File: src/rtl/cga_io_regs.sv
// CGA/Tandy I/O register block: ISA decode, mode/colour/gate-array registers, status, blink, memory wait-states.
// Define CGA_PCJR_FLIPFLOP_EN for PCjr addressing (base+A alternates index/data); default is Tandy 1000 addressing.
module cga_io_regs #(
    parameter logic [15:0] IO_BASE_ADDR  = 16'h3D0,
    parameter int          PALETTE_DEPTH = 16,
    parameter int          WAIT_CYCLES   = 0,
    parameter logic [23:0] BLINK_MAX     = 24'd0
) (
    input  logic        clk,
    input  logic        reset_l,
    input  logic [14:0] bus_a,
    input  logic [7:0]  bus_d,
    input  logic        bus_aen,
    input  logic        bus_ior_l,
    input  logic        bus_iow_l,
    input  logic        bus_memr_l,
    input  logic        bus_memw_l,
    input  logic        bus_mem_cs,
    input  logic        vsync,
    input  logic        display_enable,
    input  logic        blink_hold,
    input  logic [3:0]  pal_idx,
    output logic [7:0]  bus_out,
    output logic        bus_dir,
    output logic        bus_rdy,
    output logic [7:0]  control_reg,
    output logic [7:0]  color_reg,
    output logic [3:0]  pal_mask,
    output logic [3:0]  border_col,
    output logic [3:0]  tandy_mode,
    output logic [3:0]  pal_color,
    output logic        pal_write,
    output logic        blink
);

    localparam logic [14:0] A_CTRL  = IO_BASE_ADDR[14:0] + 15'h8;
    localparam logic [14:0] A_COLOR = IO_BASE_ADDR[14:0] + 15'h9;
    localparam logic [14:0] A_STAT  = IO_BASE_ADDR[14:0] + 15'hA;
    localparam logic [14:0] A_DATA  = IO_BASE_ADDR[14:0] + 15'hE;
    localparam logic [3:0]  WAIT_LAST = 4'(WAIT_CYCLES - 1);

    typedef enum logic [1:0] {ST_IDLE, ST_WAIT, ST_HOLD} wait_state_t;

    logic iow_s1, iow_s2, iow_s3;
    logic memr_s1, memr_s2, memw_s1, memw_s2, mem_idle_d;
    logic vsync_s1, vsync_s, de_s1, de_s;
    logic mem_idle_s, wr_stb, io_wr, mem_edge;
    logic idx_wr, ga_wr, pal_hit;
    logic [4:0]  idx;
    logic [3:0]  pal [PALETTE_DEPTH];
    logic [23:0] blink_cnt;
    logic [3:0]  wait_cnt;
    wait_state_t state, next_state;

    // Synchronisers are left unreset so they keep tracking the bus during reset;
    // a strobe already low when reset lifts therefore never looks like a new edge.
    always_ff @(posedge clk) begin
        iow_s1     <= bus_iow_l;
        iow_s2     <= iow_s1;
        iow_s3     <= iow_s2;
        memr_s1    <= bus_memr_l;
        memr_s2    <= memr_s1;
        memw_s1    <= bus_memw_l;
        memw_s2    <= memw_s1;
        mem_idle_d <= mem_idle_s;
        vsync_s1   <= vsync;
        vsync_s    <= vsync_s1;
        de_s1      <= display_enable;
        de_s       <= de_s1;
    end

    assign mem_idle_s = memr_s2 & memw_s2;
    assign wr_stb     = iow_s3 & ~iow_s2;
    assign io_wr      = wr_stb & ~bus_aen;
    assign mem_edge   = mem_idle_d & ~mem_idle_s & bus_mem_cs;
    assign pal_hit    = idx[4] && (int'(idx[3:0]) < PALETTE_DEPTH);

`ifdef CGA_PCJR_FLIPFLOP_EN
    logic ior_s1, ior_s2, ior_s3, flip, rd_stat_edge;

    always_ff @(posedge clk) begin
        ior_s1 <= bus_ior_l;
        ior_s2 <= ior_s1;
        ior_s3 <= ior_s2;
    end

    assign rd_stat_edge = ior_s3 & ~ior_s2 & ~bus_aen & (bus_a == A_STAT);

    // flip = 0 means the next base+A write is an index, 1 means it is data
    always_ff @(posedge clk) begin
        if (!reset_l)
            flip <= 1'b0;
        else if (io_wr && (bus_a == A_STAT))
            flip <= ~flip;
        else if (rd_stat_edge)
            flip <= 1'b0;
    end

    assign idx_wr = io_wr & (bus_a == A_STAT) & ~flip;
    assign ga_wr  = io_wr & (bus_a == A_STAT) & flip;
`else
    assign idx_wr = io_wr & (bus_a == A_STAT);
    assign ga_wr  = io_wr & (bus_a == A_DATA);
`endif

    always_ff @(posedge clk) begin
        if (!reset_l) begin
            control_reg <= 8'h29;
            color_reg   <= 8'h00;
            pal_mask    <= 4'hF;
            border_col  <= 4'h0;
            tandy_mode  <= 4'h0;
            idx         <= 5'h00;
            pal_write   <= 1'b0;
            for (int i = 0; i < PALETTE_DEPTH; i++)
                pal[i] <= 4'(i);
        end else begin
            pal_write <= ga_wr & pal_hit;
            if (io_wr && (bus_a == A_CTRL))
                control_reg <= bus_d;
            if (io_wr && (bus_a == A_COLOR))
                color_reg <= bus_d;
            if (idx_wr)
                idx <= bus_d[4:0];
            if (ga_wr) begin
                case (idx)
                    5'h01:   pal_mask   <= bus_d[3:0];
                    5'h02:   border_col <= bus_d[3:0];
                    5'h03:   tandy_mode <= bus_d[3:0];
                    default: ;
                endcase
                for (int i = 0; i < PALETTE_DEPTH; i++)
                    if (idx == 5'(16 + i))
                        pal[i] <= bus_d[3:0];
            end
        end
    end

    // Indices beyond the implemented palette pass straight through the mask
    always_comb begin
        pal_color = pal_idx & pal_mask;
        for (int i = 0; i < PALETTE_DEPTH; i++)
            if (pal_idx == 4'(i))
                pal_color = pal[i] & pal_mask;
    end

    always_comb begin
        bus_out = 8'h00;
        bus_dir = 1'b0;
        if (!bus_ior_l && !bus_aen && (bus_a == A_STAT)) begin
            bus_out = {4'b1111, vsync_s, 2'b10, ~de_s};
            bus_dir = 1'b1;
        end
    end

    always_ff @(posedge clk) begin
        if (!reset_l) begin
            blink_cnt <= 24'd0;
            blink     <= 1'b0;
        end else if (!blink_hold) begin
            if (blink_cnt == BLINK_MAX) begin
                blink_cnt <= 24'd0;
                blink     <= ~blink;
            end else begin
                blink_cnt <= blink_cnt + 24'd1;
            end
        end
    end

    always_ff @(posedge clk) begin
        if (!reset_l) begin
            state    <= ST_IDLE;
            wait_cnt <= 4'd0;
        end else begin
            state    <= next_state;
            wait_cnt <= (state == ST_WAIT) ? wait_cnt + 4'd1 : 4'd0;
        end
    end

    // HOLD ignores fresh edges until the bus cycle has fully ended
    always_comb begin
        next_state = state;
        case (state)
            ST_IDLE: if (mem_edge && (WAIT_CYCLES > 0)) next_state = ST_WAIT;
            ST_WAIT: if (wait_cnt == WAIT_LAST)         next_state = ST_HOLD;
            ST_HOLD: if (mem_idle_s)                    next_state = ST_IDLE;
            default:                                    next_state = ST_IDLE;
        endcase
    end

    always_comb begin
        bus_rdy = (WAIT_CYCLES == 0) || (state != ST_WAIT);
    end

endmodule

File: config.mk
export PLATFORM = sky130hd
export DESIGN_NAME = cga_io_regs
export DESIGN_NICKNAME = d
export VERILOG_FILES = /design/src/rtl/cga_io_regs.sv
export SDC_FILE = /design/constraint.sdc
export NUM_CORES = 1
export LEC_CHECK = 0
export BUFFER_PORTS_ARGS = -buffer_cell sky130_fd_sc_hd__clkbuf_2
export CORE_MARGIN = 5
export CORE_UTILIZATION = 58
export DETAILED_ROUTE_END_ITERATION = 16
export PLACE_DENSITY = 0.77
export SETUP_SLACK_MARGIN = 0.2
export SLEW_MARGIN = 40
export SYNTH_ARGS = -nofsm -noshare
export SYNTH_HDL_FRONTEND = slang
export SYNTH_SLANG_ARGS = --single-unit
File: constraint.sdc
create_clock -name clk -period 4.2 [get_ports clk]
set_clock_uncertainty 0.1 [all_clocks]
set_input_delay 1.05 -clock clk [delete_from_list [all_inputs] [get_ports clk]]
set_output_delay 1.05 -clock clk [all_outputs]
set_load 0.05 [all_outputs]
* Yosys cells after proc, flatten, opt, wreduce, memory -nomap -nowiden *
Memories as Yosys holds them, arrays and structs flattened.
Index checks and enable logic that the tools add are counted.

storage, ports and cells
  memories kept = 1
  register bits after elaboration = 66
  memory bits (writable) = 64
  input port bits = 38
  output and inout port bits = 44
  logic and storage cells = 211

operators by class
  reduce and logical (&&, ||, !) cells = 12
  eq/ne operators = 38
  multiplexer cells = 100
  add/subtract/negate cells = 1
  bitwise logic cells = 43

memory list
  name  depth  bits a word  rd ports  clocked after memory_dff  wr ports  RTL line  RTL
  pal   16     4            16        0                         16        50        logic [3:0] pal [PALETTE_DEPTH];

operators with widths
  cell                     number
  $mux W4                  32
  $eq A5 B5 Y1 const B     16
  $and A4 B4 Y4            17
  $mux W1                  66
  $eq A15 B10 Y1 const B   4
  $eq A4 B4 Y1 const B     8
  $add A24 B1 Y24 const B  1
  $logic_not A24 Y1        1
  $mux W24                 1
  $eq A4 B3 Y1 const B     4
  $or A1 B1 Y1             16
  $eq A5 B2 Y1 const B     2
  $eq A4 B2 Y1 const B     2
  $mux W8                  1
  $reduce_and A2 Y1        4
  $and A1 B1 Y1            5
  $eq A5 B1 Y1 const B     1
  $not A1 Y1               5
  $eq A4 B1 Y1 const B     1
  $logic_and A1 B1 Y1      4
  $logic_not A4 Y1         1
  $logic_not A1 Y1         2

* Depth between registers and ports, before layout *
Gate-level depths: netlist of run 1.
An unclocked memory read counts as a cell.

  word-level depth = 18
  gate-level depth with buffers = 7
  gate-level depth less buffers = 6

* Least setup slack after synthesis of run 1 *
OpenSTA, ideal clock, no wires.

  path kind = input-to-output
  from = input port bus_a[10]
  to = output port bus_out[2]
  stages = 6
  arrival time = 3,311 ps
  required time = 3,050 ps
  buffers on the path = 2
  setup slack = -261 ps
  path through = or4_4 > buf_6 > or4_4 > or3_1 > inv_1 > buf_4

on the way
  word-level cells in the longest chain between the ends = 3

ends and longest elaborated chain
  item                 RTL line  RTL
  start, declared      11        input logic [14:0] bus_a,
  $eq A15 B10 Y1       150       if (!bus_ior_l && !bus_aen && (bus_a == A_STAT)) begin
  $logic_and A1 B1 Y1  150
  $mux W8              150
  end, declared        23        output logic [7:0] bus_out,

No other way between the ends.

* Worst setup path after layout of run 1 *
  from = input port bus_a[10]
  to = output port bus_dir

on the way
  word-level cells in the longest chain between the ends = 3

ends and longest elaborated chain
  item                 RTL line  RTL
  $eq A15 B10 Y1       150
  $logic_and A1 B1 Y1  150
  $mux W1              150
  end, declared        24        output logic bus_dir,

No other way between the ends.

==> results_dict.tcl, run 1 <==
set metrics [dict create \
    clkPwrFrac 0.495 \
    seq_power_share 0.437 \
    n_antenna_cell 0 \
    multi_input_area_um2 2645 \
    cts_buffers 17 \
    die_h_um 112.6 \
    max_freq_ghz 0.2450 \
    drc 0 \
    drv_cap 0 \
    first_global_vias 4951 \
    p_per_area_nw_per_um2 429.1 \
    clock-root-buffer "clkbuf_8" \
    max_stage_delay_ns 0.53 \
    gp_congestion 0.8123 \
    finish.net_count 715 \
    totalWireLength_um 15370 \
    synth-async-reset-ratio 0 \
    post-route-period-util 0.9717 \
    crit_path_frequent_cell "or4_4" \
    worstMarginPinSlew_ns 0.7344 \
    cp_cell_sequence "clkbuf_2, or4_4, or4_4, or3_4, clkinvlp_4, buf_4, buf_12" \
    largest-register "pal" \
    synth.net_count 638 \
    grt_overflow 0 \
    cp_data_required_time_ns 3.05 \
    power.leakage_nw 2.705 \
    crit_slowest_cell "or4_4" \
    setup_viol 0 \
    cp-startpoint "bus_a[10]" \
    post_drt_wl_per_cell_um 18.65 \
    clk_pin_slew_worst_paths_ns 0.05 \
    via_count 5068 \
    dpl.hpwl_um 10620 \
    firstDrtPassIters 5 \
    crit_fanout 6 \
    power_switching_uw 703.6 \
    io_pins 82 \
    cp-start-kind "primary input" \
    rsz0062_at_grt "true" \
    core-area_um2 10280 \
    drt_iter0_drc 537 \
    cp.arrival_ns 2.93 \
    cpLargestDelayFamily "simple AND/OR/NAND/NOR gates" \
    vdd_drop_max_uv 274.5 \
    start_util 0.5942 \
    rows 37 \
    slew_violations 0 \
    clk_path_buf_depth 2 \
    syn_to_final_growth_pct 20.88 \
    r2r_start "idx[4]$_SDFFE_PN0P_" \
    ys_seq_area_frac 0.5310 \
    clock-sinks 130 \
    fp.dieArea_um2 12680 \
    whs_ns 0.2258 \
    top_regs "pal x64, blink_cnt x24" \
    grt_pass1_wl_um 25010 \
    io_buffers 76 \
    grt_start_max_net_pins 33 \
    antenna_found_initial 0 \
    hold_class "reg2reg" \
    cp-end-kind "output pin" \
    fin_total_pwr_mw 3.168 \
    netlist_area_um2 6107 \
    ys_ff_latch 130 \
    min_from "vsync_s1$_DFF_P_" \
    hold_viol 0 \
    largest_reg_flops 64 \
    synth-main-ff-cell "dfxtp_1" \
    slew_headroom 0.5059 \
    layout-drive-gt1-share 0.2311 \
    cts-hold-fix-buffers 0 \
    vias_per_cell 6.150 \
    path_buf_inv 4 \
    cts_tree "built" \
    timing.reg2reg.setup_slack_ns 1.63 \
    finalCriticalPeriod_ns 4.081 \
    clkLatencyLatePin_ns 0.53 \
    ys.warnings.count 0 \
    die_w_um 112.6 \
    drt.antenna.violating_nets 0 \
    crit_type "in2out" \
    p_comb_frac 0.067 \
    p_int_mw 2.464 \
    grtUsageTotal 0.2471 \
    seq_area_um2 3243 \
    syn_inst 598 \
    avgSynthCellArea_um2 10.21 \
    yosysUniqueCellTypes 58 \
    htree_levels 4 \
    status "finished clean" \
    synth_edf_count 64 \
    fill_cells 774 \
    swShare 0.2221 \
]
## repair_timing
| item | in CTS | in global routing |
|---|---|---|
| setup endpoints to repair | 8 | 10 |
| setup buffers | 0 | 0 |
| resized for setup | 4 | 4 |
| pin swaps | 2 | 0 |
## metal layers
layer / share of wire / track usage
met4: 0.019 / 0.09054
met1: 0.42 / 0.3252
met2: 0.49 / 0.4013
met3: 0.068 / 0.05499
met5: 0 / 0
## cells by family after synthesis
group,after synthesis,synth area share
and+or+nand+nor,260,0.2440
DFF,130,0.5310
AOI/OAI and AO/OA,104,0.1010
buffers and inverters,59,0.04302
muxes,29,0.05839
xor gates and xnor gates,12,0.01721
adders and majority gates,2,0.004097
other,2,0.001230
## synth_stat cells (3+ instances only)
cell type / count / area share
a21boi_0: 3 / 0.0037
a21oi_1: 32 / 0.026
and4_1: 6 / 0.0086
buf_4: 7 / 0.0086
clkbuf_1: 28 / 0.017
dfxtp_1: 66 / 0.22
edfxtp_1: 64 / 0.31
inv_1: 21 / 0.013
mux2_2: 3 / 0.0055
mux2i_1: 21 / 0.034
mux4_2: 5 / 0.018
nand2_1: 39 / 0.024
nand2b_1: 20 / 0.020
nand3_1: 29 / 0.024
nand4_1: 18 / 0.018
nand4b_1: 16 / 0.023
nor2_1: 59 / 0.036
nor2b_1: 6 / 0.0061
nor3_1: 4 / 0.0033
nor3_2: 5 / 0.0082
nor3b_1: 3 / 0.0037
nor4_1: 15 / 0.015
o21ai_0: 36 / 0.030
o21ai_1: 5 / 0.0041
o31ai_1: 8 / 0.0098
o32ai_1: 4 / 0.0057
or2_2: 3 / 0.0031
or3_1: 8 / 0.0082
or3b_2: 3 / 0.0043
or4_1: 8 / 0.0098
or4b_2: 4 / 0.0066
xnor2_1: 6 / 0.0086
xor2_1: 6 / 0.0086
## power by group through the flow
stage / Combinational, mW / Clock [mW] / Sequential [mW]
3_5_place_dp: 0.211 / 0 / 1.41
2_1_floorplan: 0.136 / 0 / 1.41
6_report: 0.214 / 1.57 / 1.39
5_1_grt: 0.231 / 1.65 / 1.39
4_1_cts: 0.212 / 1.58 / 1.39
3_3_place_gp: 0.203 / 0 / 1.41
## placed cells by master, fill, tap and decap left out, types with 21 or more instances in the layout
cell      synthesis  layout
clkbuf_2          0      66
mux2i_1          21      21
edfxtp_1         64      64
nand2_1          39      39
nand3_1          29      29
o21ai_0          36      35
nor2_1           59      57
dfxtp_1          66      66
a21oi_1          32      32
## worst paths after layout
check / cells after the start / end
setup / recovery: 7 / bus_dir
hold / removal: 0 / vsync_s$_DFF_P_
setup reg to reg: 4 / pal[1][11]$_SDFFCE_PN1P_
hold reg to reg: 0 / vsync_s$_DFF_P_
## metrics by stage
step                      instance area (µm²)  setup TNS [ns]  setup slack (ns)  std cells    util
after floorplan                          6170         -0.5488           -0.1549        598       -
after global placement                   6731               0           0.03915        792  0.6550
after detailed placement                 6740               0           0.02058        792  0.6558
after CTS                                7380               0            0.1124        824  0.7180
after global routing                     7382               0           0.06613        824  0.7183
final                                    7382               0            0.1187        824  0.7183
## final cells by class
cell class	count	share of cell area
well taps	136	0.02305
multi-input cells	409	0.3583
clock buffers	18	0.05661
repair buffers	95	0.08237
flip-flops and latches	130	0.4393
inverters	22	0.01169
clock inverters	14	0.02864
Note: power is estimated with default switching activity, not from simulation.
==> inputs of run 2 (changes only) <==
Settings changed: ABC_AREA from default to 1, CORE_UTILIZATION 58 to 57, CTS_CLUSTER_SIZE from default to 40, PLACE_DENSITY 0.77 to 0.76.
==> run 2 against run 1 <==
  * Hold slack about the same
  * Setup slack improved by 0.24 ns
  * Synthesized area decreased by 3.2%
  * Routed wire length decreased by 11%
  * Synthesized cell count increased by 15%
  * Cell count increased by 11%
  * Sequential power about the same
  * Global-route usage decreased by 2.1 points
  * Sequential share of layout area increased by 2.6 points
  * Sequential cell count unchanged
  * Non-clock buffer count decreased by 15
  * Combinational power decreased by 15%
  * Critical endpoint is now pal_color[0]
==> results_dict.tcl, run 2 <==
set metrics [dict create \
    status "finished clean" \
    clk_pin_slew_worst_paths_ns 0.06 \
    worstRegToRegCells 7 \
    fin_total_pwr_mw 2.875 \
    crit_type "in2out" \
    final_cell_mix "nand2_1 (112), inv_1 (98), nor2_1 (93)" \
    power.leakage_nw 2.868 \
    preCtsSetupSlack_ns 0.2042 \
    final_area_um2 6968 \
    crit_fanout 11 \
    hold_path_end "vsync_s$_DFF_P_" \
    synth_most_common_cell "nand2_1" \
    grt_overflow 0 \
    cp_data_required_time_ns 3.05 \
    grt_pass1_wl_um 22890 \
    syn_inst 685 \
    post-route-period-util 0.9142 \
    p_per_area_nw_per_um2 412.5 \
    slew_violations 0 \
    r2r-end "pal[1][26]$_SDFFCE_PN1P_" \
    layout_setup_ws_ns 0.3602 \
    seq_area_um2 3243 \
    fp.dieArea_um2 12510 \
    top_regs "pal x64, blink_cnt x24" \
    io_pins 82 \
    yosysUniqueCellTypes 44 \
    cp-end-kind "output pin" \
    syn_to_final_growth_pct 17.84 \
    drc 0 \
    hold_viol 0 \
    totalWireLength_um 13680 \
    slew_headroom 0.4900 \
    max_freq_ghz 0.2604 \
    synth-main-ff-cell "dfxtp_1" \
    vdd_drop_max_uv 220.4 \
    clock-root-buffer "clkbuf_8" \
    core-area_um2 10230 \
    cts-hold-fix-buffers 0 \
    synth.top_cell.area_share 0.3250 \
    largest-register "pal" \
    synth.net_count 725 \
    gp_congestion 0.8774 \
    drt.antenna.violating_nets 0 \
    timing.reg2reg.setup_slack_ns 1.85 \
    via_count 4853 \
    layout-drive-gt1-share 0.2085 \
    grtUsageTotal 0.2263 \
    rows 37 \
    drt_iter0_drc 316 \
    cts_tree "built" \
    min_path_cells 0 \
    rsz0062_at_grt "true" \
    post_drt_wl_per_cell_um 14.98 \
    dpl.hpwl_um 9815 \
    cp-start-kind "primary input" \
    synth.area.top_cells "edfxtp_1 (33%), dfxtp_1 (22%), nand2_1 (7.2%)" \
    setup_viol 0 \
    ys_ff_latch 130 \
    clk_path_buf_depth 2 \
    avgSynthCellArea_um2 8.632 \
    synth-async-reset-ratio 0 \
    cts_buffers 17 \
    start_util 0.5780 \
    finish.net_count 804 \
    grt_start_max_net_pins 53 \
    hold_class "reg2reg" \
    io_buffers 76 \
    drv_cap 0 \
    setup-tns-final_ns 0 \
    clock-sinks 130 \
    firstDrtPassIters 6 \
    r2r_start "iow_s2$_DFF_P_" \
    finalCriticalPeriod_ns 3.840 \
    ys.warnings.count 0 \
    worstMarginPinSlew_ns 0.7571 \
    die_w_um 111.9 \
    multi_input_area_um2 2197 \
    final_common_cell "nand2_1" \
    cp.arrival_ns 2.69 \
    yosysTopAreaCell "edfxtp_1" \
    vias_per_cell 5.315 \
    fill_cells 829 \
    htree_levels 4 \
    largest_reg_flops 64 \
    n_antenna_cell 0 \
    clkLatencyLatePin_ns 0.52 \
    die_h_um 111.9 \
    yosys-top-cells-count "nand2_1 (113), inv_1 (99), nor2_1 (96)" \
    placed_cell_area_um2 6410 \
    post_cts_buffers 0 \
    cts.repair.resized 0 \
    synth_edf_count 64 \
    min_from "vsync_s1$_DFF_P_" \
    ys_seq_area_frac 0.5485 \
    antenna_found_initial 0 \
    netlist_area_um2 5913 \
    first_global_vias 4842 \
]
-- run 2: changes by cell type after synthesis, sizes merged, moves of 8 or more --
cell and change:
a21oi +11, or4 -10, nand2b -20, mux2i -21, o211ai +8, nand2 +80
nand4b -16, clkbuf -18, nor2 +52, inv +86, or3 -8
-- run 2: logic make-up after synthesis --
kind of cell	count (synthesis)	share of synthesized area
fa+ha+maj	2	0.004231
flops	130	0.5485
compound gates	114	0.1088
other cells	2	0.001270
simple gates	305	0.2450
xor+xnor	4	0.005926
buf+inv	128	0.08633
-- run 2: final cells by class --
| cell class | count | share of cell area |
|---|---|---|
| clock buffers | 17 | 0.05944 |
| clock inverters | 15 | 0.01742 |
| inverters | 108 | 0.05872 |
| multi-input cells | 427 | 0.3153 |
| flip-flops and latches | 130 | 0.4654 |
| well taps | 136 | 0.02442 |
| repair buffers | 80 | 0.05926 |
-- run 2: per-stage QoR --
stage	util	hold slack, ns	std cells
6_report	0.6811	0.2261	913
5_1_grt	0.6811	0.2419	913
4_1_cts	0.6789	0.2261	913
3_5_place_dp	0.6265	0.2121	881
3_3_place_gp	0.6265	0.2126	881
2_1_floorplan	-	0.2096	685
-- run 2: critical path, cell delays in order --
cell and delay, ns:
clkbuf_2 0.12, clkinvlp_4 0.20, nor2_2 0.21, nand2_1 0.09
or2_2 0.28, nand2_1 0.08, nand2_1 0.05, nand2_1 0.05
nand2_1 0.04, nand2_1 0.05, nand2_1 0.05, nand2_1 0.05
nand2_1 0.04, nand2_1 0.05, a21oi_1 0.06, buf_2 0.22
-- run 2: where the power goes --
part | total, mW | internal (mW) | leakage (nW) | switching (mW)
Combinational | 0.182 | 0.0487 | 1.49 | 0.134
Clock | 1.32 | 0.736 | 0.250 | 0.582
Sequential | 1.37 | 1.36 | 1.13 | 0.0109
-- run 2: routing by layer --
layer / track usage / part of all wire / vias up / routed length [µm]
li1: - / - / 2416 / -
met3: 0.04837 / 0.071 / 27 / 972
met2: 0.3789 / 0.50 / 185 / 6784
met1: 0.2881 / 0.41 / 2225 / 5667
met5: 0 / 0 / - / 0
met4: 0.08597 / 0.018 / 0 / 252
-- run 2: worst max-delay path by stage --
stage / depth (start not counted) / endpoint / slack, ns / startpoint
floorplan: 8 / bus_out[0] / 0.11 / bus_a[3]
global placement: 11 / pal_color[3] / 0.23 / pal_idx[0]
detailed placement: 11 / pal_color[3] / 0.20 / pal_idx[0]
CTS: 11 / pal_color[3] / 0.21 / pal_idx[0]
global route: 19 / pal_color[0] / 0.15 / pal_idx[3]
finish: 16 / pal_color[0] / 0.36 / pal_idx[0]
==> inputs of run 3 (changes only) <==
==> constraint.sdc (replaced) <==
create_clock -name clk -period 4.2 [get_ports clk]
set_clock_uncertainty 0.1 [all_clocks]
set_input_delay 1.26 -clock clk [delete_from_list [all_inputs] [get_ports clk]]
set_output_delay 1.26 -clock clk [all_outputs]
set_load 0.05 [all_outputs]
==> run 3 against run 2 <==
  * Register-to-register slack improved by 0.10 ns
  * Non-clock buffer count increased by 18
  * Cell count increased by 2.0%
  * Global-route usage decreased by 0.051 points
  * Via count increased by 0.72%
  * Combinational power increased by 23%
  * First-iteration DRC count decreased by 8.9%
  * Clock power increased by 12%
  * Setup slack got worse by 0.32 ns
==> results_dict.tcl, run 3 (synthesis gave the netlist of run 2 again) <==
set metrics [dict create \
    die_w_um 111.9 \
    clkPwrFrac 0.480 \
    clk_pin_slew_worst_paths_ns 0.06 \
    p_per_area_nw_per_um2 416.6 \
    slew_violations 0 \
    fp.dieArea_um2 12510 \
    final_common_cell "nand2_1" \
    worstMarginPinSlew_ns 0.7276 \
    n_antenna_cell 0 \
    worstRegToRegCells 7 \
    timing.reg2reg.setup_slack_ns 1.95 \
    seq_power_share 0.447 \
    firstDrtPassIters 5 \
    min_from "iow_s1$_DFF_P_" \
    layout_setup_ws_ns 0.04314 \
    largest-register "pal" \
    io_pins 82 \
    r2r-end "pal[1][29]$_SDFFCE_PN1P_" \
    p_comb_frac 0.073 \
    vias_per_cell 5.250 \
    setup_viol 0 \
    p_int_mw 2.377 \
    totalWireLength_um 13720 \
    clock-root-buffer "clkbuf_8" \
    finalCriticalPeriod_ns 4.157 \
    cts_tree "built" \
    htree_levels 4 \
    dpl.hpwl_um 9993 \
    core-area_um2 10230 \
    crit_fanout 6 \
    start_util 0.5780 \
    top_regs "pal x64, blink_cnt x24" \
    status "finished clean" \
    cp-end-kind "output pin" \
    finish.net_count 822 \
    drt_iter0_drc 288 \
    first_global_vias 4847 \
    drt.antenna.violating_nets 0 \
    post-route-period-util 0.9897 \
    io_buffers 76 \
    drv_cap 0 \
    slew_headroom 0.5098 \
    swShare 0.2266 \
    post_drt_wl_per_cell_um 14.74 \
    grt_start_max_net_pins 64 \
    clkLatencyLatePin_ns 0.52 \
    vdd_drop_max_uv 293.6 \
    antenna_found_initial 0 \
    max_freq_ghz 0.2406 \
    die_h_um 111.9 \
    min_path_cells 0 \
    power_switching_uw 696.4 \
    hold_class "reg2reg" \
    grt_pass1_wl_um 22650 \
    cts_buffers 17 \
    hold_path_end "iow_s2$_DFF_P_" \
    grt_overflow 0 \
    layout-drive-gt1-share 0.2541 \
    r2r_start "iow_s2$_DFF_P_" \
    crit_type "in2out" \
    clk_path_buf_depth 2 \
    drc 0 \
    final_cell_mix "nand2_1 (108), inv_1 (94), nor2_1 (82)" \
    cp-start-kind "primary input" \
    cts-hold-fix-buffers 0 \
    largest_reg_flops 64 \
    hold_viol 0 \
    cp_data_required_time_ns 2.84 \
    gp_congestion 0.8920 \
    preCtsSetupSlack_ns -0.2139 \
    power.leakage_nw 3.046 \
    grtUsageTotal 0.2258 \
    rsz0062_at_grt "true" \
    syn_to_final_growth_pct 24.74 \
    rows 37 \
    via_count 4888 \
    fin_util 0.7209 \
    clock-sinks 130 \
    cp.arrival_ns 2.80 \
]
==> run 3: cell count changes in the layout (fill, tap and decap cells not counted), sizes merged <==
cell / before / now
inv: 113 / 110
clkinv: 4 / 2
clkinvlp: 6 / 3
buf: 7 / 28
clkbuf: 90 / 95
==> run 3: power by group through the flow <==
stage,Sequential [mW],Clock [mW],Combinational (mW)
3_5_place_dp,1.40,0,0.202
4_1_cts,1.37,1.49,0.217
6_report,1.37,1.48,0.223
2_1_floorplan,1.40,0,0.120
3_3_place_gp,1.40,0,0.197
5_1_grt,1.38,1.55,0.244
==> run 3: worst max-delay path, cell delays in order <==
cell and delay (ns):
buf_8 0.10, clkinvlp_4 0.12, buf_4 0.13, nor2_1 0.04, o21ai_1 0.13, a21oi_1 0.10
o21ai_2 0.15, nand2_1 0.08, nor4_2 0.19, nand2_1 0.14, nor4_4 0.19, buf_12 0.18
==> run 3: repair_timing <==
action / 4_1_cts / 5_1_grt
gates resized for setup: 27 / 19
setup endpoints to repair: 4 / 4
endpoints found under the hold margin: 0 / 0
buffers inserted: 2 / 2
pin swaps: 7 / 17
==> run 3: cell type report <==
cell class	instances	area, µm²
flip-flops and latches	130	3243
clock inverters	7	52.55
repair buffers	98	618.1
inverters	108	416.7
multi-input cells	427	2306
well taps	136	170.2
clock buffers	25	569.3
fillers	750	2855
==> run 3: metal layers <==
metal	wire (µm)	GRT usage	vias up	share of wire
met1	5700	0.2755	2236	0.42
met4	305	0.07948	0	0.022
met2	6663	0.3733	173	0.49
met5	0	0	-	0
li1	-	-	2447	-
met3	1051	0.07772	32	0.077
==> run 3: worst max-delay path by stage <==
stage	endpoint	slack (ns)	cells past startpoint	startpoint
2_1_floorplan	bus_out[0]	-0.008	8	bus_a[3]
3_3_place_gp	pal_color[3]	-0.14	11	pal_idx[0]
3_5_place_dp	pal_color[3]	-0.21	11	pal_idx[0]
4_1_cts	pal_color[3]	0.03	11	pal_idx[0]
5_1_grt	pal_color[0]	-0.06	19	pal_idx[0]
6_report	pal_color[3]	0.04	12	pal_idx[0]
==> run 3: stage by stage <==
step / instance area, µm² / hold slack, ns / total power [mW] / setup TNS [ns] / instances
floorplan: 5982 / 0.2096 / 1.520 / -0.01662 / 685
global placement: 6593 / 0.2111 / 1.597 / -0.2807 / 895
detailed placement: 6593 / 0.2178 / 1.603 / -0.4394 / 895
CTS: 7325 / 0.2319 / 3.079 / 0 / 929
global route: 7376 / 0.2515 / 3.168 / -0.1250 / 931
finish: 7376 / 0.2289 / 3.073 / 0 / 931
